--- src/rtl/delay_est.sv ---
// Integer-sample delay estimator between DPD reference and PA feedback, using
// sign-bit cross-correlation over lags 0..L-1. It is a one-shot measurement started by a pulse.
module delay_est #(
    parameter  int W  = 16,
    parameter  int L  = 32,
    parameter  int N  = 256,
    localparam int LW = $clog2(L),
    localparam int AW = $clog2(N) + 2
) (
    input  logic                 clk,
    input  logic                 rst,
    input  logic signed [W-1:0]  ref_in,
    input  logic signed [W-1:0]  fb_in,
    input  logic                 start,
    output logic                 busy,
    output logic                 done,
    output logic [LW-1:0]        lag,
    output logic signed [AW-1:0] peak
);

    localparam int CW = $clog2((L > N) ? L : N);

    typedef enum logic [1:0] {IDLE, FILL, ACC, SEARCH} state_t;

    state_t                state_q;
    logic [CW-1:0]         cnt_q;
    logic [L-1:1]          tap_q;
    logic [L-1:0]          ref_sgn;
    logic                  fb_sgn;
    logic signed [AW-1:0]  acc_q [L];
    logic signed [AW-1:0]  acc_sel;
    logic signed [AW-1:0]  best_q;
    logic [LW-1:0]         best_lag_q;
    logic                  unused_bits;

    // The sign bit is 1 for negative samples, so equal bits mean equal signs (zero counts as +1).
    assign ref_sgn     = {tap_q, ref_in[W-1]};
    assign fb_sgn      = fb_in[W-1];
    assign acc_sel     = acc_q[cnt_q[LW-1:0]];
    assign unused_bits = ^{ref_in[W-2:0], fb_in[W-2:0]};

    function automatic logic signed [AW-1:0] corr_step(input logic signed [AW-1:0] a,
                                                       input logic match);
        return match ? a + AW'(1) : a - AW'(1);
    endfunction

    always_ff @(posedge clk or posedge rst) begin
        if (rst) begin
            tap_q <= '0;
        end else begin
            tap_q <= ref_sgn[L-2:0];
        end
    end

    always_ff @(posedge clk or posedge rst) begin
        if (rst) begin
            state_q    <= IDLE;
            cnt_q      <= '0;
            busy       <= 1'b0;
            done       <= 1'b0;
            lag        <= '0;
            peak       <= '0;
            best_q     <= '0;
            best_lag_q <= '0;
            for (int k = 0; k < L; k++) acc_q[k] <= '0;
        end else begin
            done <= 1'b0;
            case (state_q)
                IDLE: begin
                    if (start) begin
                        state_q <= FILL;
                        cnt_q   <= '0;
                        busy    <= 1'b1;
                        for (int k = 0; k < L; k++) acc_q[k] <= '0;
                    end
                end
                FILL: begin
                    if (cnt_q == CW'(L - 2)) begin
                        state_q <= ACC;
                        cnt_q   <= '0;
                    end else begin
                        cnt_q <= cnt_q + 1'b1;
                    end
                end
                ACC: begin
                    for (int k = 0; k < L; k++) acc_q[k] <= corr_step(acc_q[k], fb_sgn == ref_sgn[k]);
                    if (cnt_q == CW'(N - 1)) begin
                        state_q    <= SEARCH;
                        cnt_q      <= '0;
                        best_q     <= '0;
                        best_lag_q <= '0;
                    end else begin
                        cnt_q <= cnt_q + 1'b1;
                    end
                end
                SEARCH: begin
                    // acc[0] seeds the running best unconditionally; later lags need a strict win.
                    if (cnt_q == '0 || acc_sel > best_q) begin
                        best_q     <= acc_sel;
                        best_lag_q <= cnt_q[LW-1:0];
                    end
                    if (cnt_q == CW'(L - 1)) begin
                        state_q <= IDLE;
                        cnt_q   <= '0;
                        busy    <= 1'b0;
                        done    <= 1'b1;
                        if (acc_sel > best_q) begin
                            lag  <= cnt_q[LW-1:0];
                            peak <= acc_sel;
                        end else begin
                            lag  <= best_lag_q;
                            peak <= best_q;
                        end
                    end else begin
                        cnt_q <= cnt_q + 1'b1;
                    end
                end
                default: state_q <= IDLE;
            endcase
        end
    end

endmodule

--- config.mk ---
export PLATFORM = sky130hd
export DESIGN_NAME = delay_est
export DESIGN_NICKNAME = d
export VERILOG_FILES = /design/src/rtl/delay_est.sv
export SDC_FILE = /design/constraint.sdc
export NUM_CORES = 2
export LEC_CHECK = 0
export ABC_CLOCK_PERIOD_IN_PS = 12700
export CORE_MARGIN = 1
export CORE_UTILIZATION = 58
export CTS_CLUSTER_SIZE = 20
export DETAILED_ROUTE_END_ITERATION = 8
export PLACE_DENSITY = 0.75
export SLEW_MARGIN = 20
export SYNTH_ARGS = -nofsm -noshare
export SYNTH_HDL_FRONTEND = slang
export SYNTH_SLANG_ARGS = --single-unit
--- constraint.sdc ---
create_clock -name clk -period 12.7 [get_ports clk]
set_input_delay 2.54 -clock clk [delete_from_list [all_inputs] [get_ports clk]]
set_output_delay 2.54 -clock clk [all_outputs]
set_load 0.1 [all_outputs]
==> flow_metrics.env <==
export IMPL_cp_num_cells=13
export IMPL_skew_ns=0.0108
export IMPL_layout_min_cycle_time_ns=6.03
export IMPL_fp_row_count=83
export IMPL_path_delay_family="compound AO/OA/AOI/OAI gates"
export IMPL_cts_setup_buffers=0
export IMPL_placed_cells=3910
export IMPL_drcViolationCount=0
export IMPL_grt_pass1_vias=25300
export IMPL_yosys_warnings=0
export IMPL_worst_hold_slack_ns=0.395
export IMPL_drive_gt1_frac=0.0618
export IMPL_core_mm2=0.0515
export IMPL_hp_class="reg -> reg"
export IMPL_path_common_cell="a211o_1"
export IMPL_top_usage_layer="met2"
export IMPL_slew_viol_final=0
export IMPL_crit_buf_inv=1
export IMPL_required_ns=13.17
export IMPL_fin_util=0.632
export IMPL_cts_sinks=393
export IMPL_hold_start="tap_q[1]"
export IMPL_relSlewSlack=0.222
export IMPL_post_drt_via_cell_ratio=6.46
export IMPL_cp_endpoint="best_q[6]"
export IMPL_grt_pass1_wl_mm=128
export IMPL_worst_pin_slew_ns=1.16
export IMPL_path_clk_slew_ns=0.06
export IMPL_die_area_mm2=0.0533
export IMPL_combPwrFrac=0.584
export IMPL_cp_slowest_cell="a211oi_4"
export IMPL_syn_nets=3675
export IMPL_netSwitchingPower_mw=4.14
export IMPL_r2r_start="cnt_q[1]"
export IMPL_cp_start_kind="register"
export IMPL_use_met1=0.391
export IMPL_power_frac_seq=0.262
export IMPL_clock_latency_ns=0.59
export IMPL_cpPeakStageDelay_ns=0.91
export IMPL_clockRootBuffer="clkbuf_16"
export IMPL_vias=25800
export IMPL_synth_flop_cell="dfrtp_1"
export IMPL_gp_congestion=0.921
export IMPL_drt_iter0_drc=2059
export IMPL_num_antenna_cells=0
export IMPL_startpoint="cnt_q[1]"
export IMPL_cts_tree="done"
export IMPL_fillerInstances=4195
export IMPL_r2r_cells=13
export IMPL_path_cells="buf_4 -> or2_2 -> o22ai_1 -> nor4_1 -> a211o_1 -> nor2_1 -> ha_1 -> nand4_1 -> a211o_1 -> o211ai_1 -> mux2_4 -> a211oi_4 -> mux2_2"
export IMPL_wire_per_inst_um=19.7
export IMPL_met2_usage=0.492
export IMPL_io_buffers=21
export IMPL_dr_pass1_iters=5
export IMPL_cp_data_arrival_time_ns=6.50
export IMPL_grt_max_degree=199
export IMPL_status="finished, final reports clean"
export IMPL_final_cells=3995
export IMPL_internal_power_mw=4.69
export IMPL_crit_path_max_fanout=54
export IMPL_setup_tns_ns=0
export IMPL_routed_wl_mm=78.6
export IMPL_crit_type="reg -> reg"
export IMPL_area_growth_pct=7.13
export IMPL_synthCells=3335
export IMPL_ant_nets=0
export IMPL_io_pins=52
export IMPL_initial_utilization=0.590
export IMPL_clk_path_buf_depth=3
export IMPL_grt_antenna_before_repair=0
export IMPL_r2r_end="best_q[6]"
export IMPL_async_flop_share=1.00
export IMPL_rsz0062_at_grt="no"
export IMPL_gr_total_overflow=0
export IMPL_htreeDepth=2
export IMPL_ir_drop_mv=0.239
export IMPL_finalHoldViolCount=0
export IMPL_fp_dieW_um=231
export IMPL_die_y_um=231
export IMPL_ys_seq_elements=393
export IMPL_p_leak_nw=14.4
export IMPL_power_density_mw_per_mm2=271
export IMPL_final_nets=3619
export IMPL_fin_crit_sh=0.475
export IMPL_cts_resized=0
export IMPL_grt_use_total=0.295
export IMPL_ctsHoldBuffers=0
export IMPL_hpwl_mm=54.0
export IMPL_power_mw=8.83
export IMPL_yosysSeqAreaShare=0.323
export IMPL_p_clk_frac=0.155
export IMPL_avgSynthCellArea_um2=9.12
export IMPL_cp_end_kind="register"
export IMPL_cap_violations=0
export IMPL_syn_area_mm2=0.0304
export IMPL_grt_util_met3=0.0363
export IMPL_rrSetupSlack_ns=6.67
export IMPL_max_freq_mhz=166
export IMPL_p_sw_frac=0.469
export IMPL_cts_buffers_inserted=47
export IMPL_synth_cell_types=63
export IMPL_setup_violations_final=0
export IMPL_synth_edf_count=0
## registers in the layout (all words and copies together) (netlist names)
| name | cells |
|---|---|
| tap_q | 31 |
| state_q | 2 |
| busy | 1 |
| acc_q | 320 |
| peak | 10 |
| lag | 5 |
| cnt_q | 8 |
| done | 1 |
| best_lag_q | 5 |
| best_q | 10 |
## per-layer routing
metal  up-vias  part of all wire
met4         0             0.030
met2       775              0.48
li1      12300                 -
met5         -                 0
met1     12600              0.44
met3       142             0.055
## metrics by stage
stage          setup WS, ns  instance area [um2]
5_1_grt                6.34                32600
3_3_place_gp           6.47                31000
6_report               6.67                32600
3_5_place_dp           6.37                31000
2_1_floorplan          4.87                30400
4_1_cts                6.68                32500
## area by class of cell
type | count | area, um2 | share of cell area
multi-input cells | 2591 | 19200 | 0.588
flip-flops and latches | 393 | 9840 | 0.302
clock buffers | 67 | 1420 | 0.0437
well taps | 680 | 851 | 0.0261
inverters | 210 | 792 | 0.0243
repair buffers | 36 | 368 | 0.0113
clock inverters | 18 | 133 | 0.00407
## power groups by stage
stage	registers (mW)	clock network, mW	logic, mW
2_1_floorplan	2.10	0	4.11
3_3_place_gp	2.29	0	4.82
3_5_place_dp	2.32	0	5.07
4_1_cts	2.30	1.39	5.10
5_1_grt	2.37	1.43	5.73
6_report	2.31	1.36	5.15
## Yosys cell counts, drive strengths merged (39+ instances only)
cell,n,share of area
nand3,106,0.017
xnor2,52,0.015
o21bai,39,0.0096
o21a,52,0.013
o22ai,92,0.019
inv,210,0.026
mux2i,120,0.040
a21oi,188,0.031
nor2b,65,0.013
a21o,55,0.014
buf,68,0.013
nor3,134,0.022
nand2,330,0.041
nor2,98,0.012
o21ai,251,0.041
mux4,40,0.030
or3,99,0.020
dfrtp,393,0.32
ha,273,0.11
clkbuf,73,0.0090
xor2,116,0.036
## placed cells by master, fill, tap and decap left out, types with 21 or more instances in the layout
| master | netlist | routed |
|---|---|---|
| or3_1 | 99 | 99 |
| nor3_1 | 134 | 134 |
| xor2_1 | 107 | 103 |
| o21a_1 | 52 | 52 |
| o22ai_1 | 92 | 92 |
| a31oi_1 | 38 | 38 |
| a22o_1 | 35 | 35 |
| mux2i_1 | 120 | 119 |
| nor2_1 | 98 | 98 |
| clkbuf_16 | 0 | 49 |
| o21bai_1 | 39 | 39 |
| a21o_1 | 55 | 55 |
| mux4_2 | 40 | 40 |
| nor4_1 | 36 | 36 |
| o21ai_0 | 251 | 251 |
| nand2_1 | 330 | 329 |
| a21oi_1 | 188 | 188 |
| a41oi_1 | 27 | 27 |
| inv_1 | 209 | 208 |
| a211oi_1 | 27 | 27 |
| fa_1 | 32 | 32 |
| ha_1 | 273 | 273 |
| dfrtp_1 | 393 | 391 |
| o41ai_1 | 31 | 31 |
| nand3_1 | 106 | 106 |
| xnor2_1 | 52 | 52 |
| nor2b_1 | 65 | 65 |
| and3_1 | 21 | 21 |
| o31ai_1 | 22 | 22 |
| a32o_1 | 26 | 26 |
## worst min-delay path by stage
stage	to	slack (ns)	cells after the start
final	tap_q[2]	0.39	0
after global routing	tap_q[2]	0.42	0
after CTS	tap_q[2]	0.40	0
after detailed placement	tap_q[6]	0.38	0
after global placement	tap_q[3]	0.38	0
after floorplan	tap_q[10]	0.37	0
## cells by family (layout without fill, tap and decap cells)
kind of cell	Yosys count	after routing	synth area share
AO/OA/AOI/OAI	1001	1001	0.218
AND/OR/NAND/NOR	931	931	0.147
flip-flops	393	393	0.323
buffers and inverters	351	331	0.0479
adder cells (fa/ha/maj)	305	305	0.133
multiplexers	186	186	0.0795
XOR/XNOR	168	168	0.0506
No activity file was read; power rests on OpenSTA's default activity.
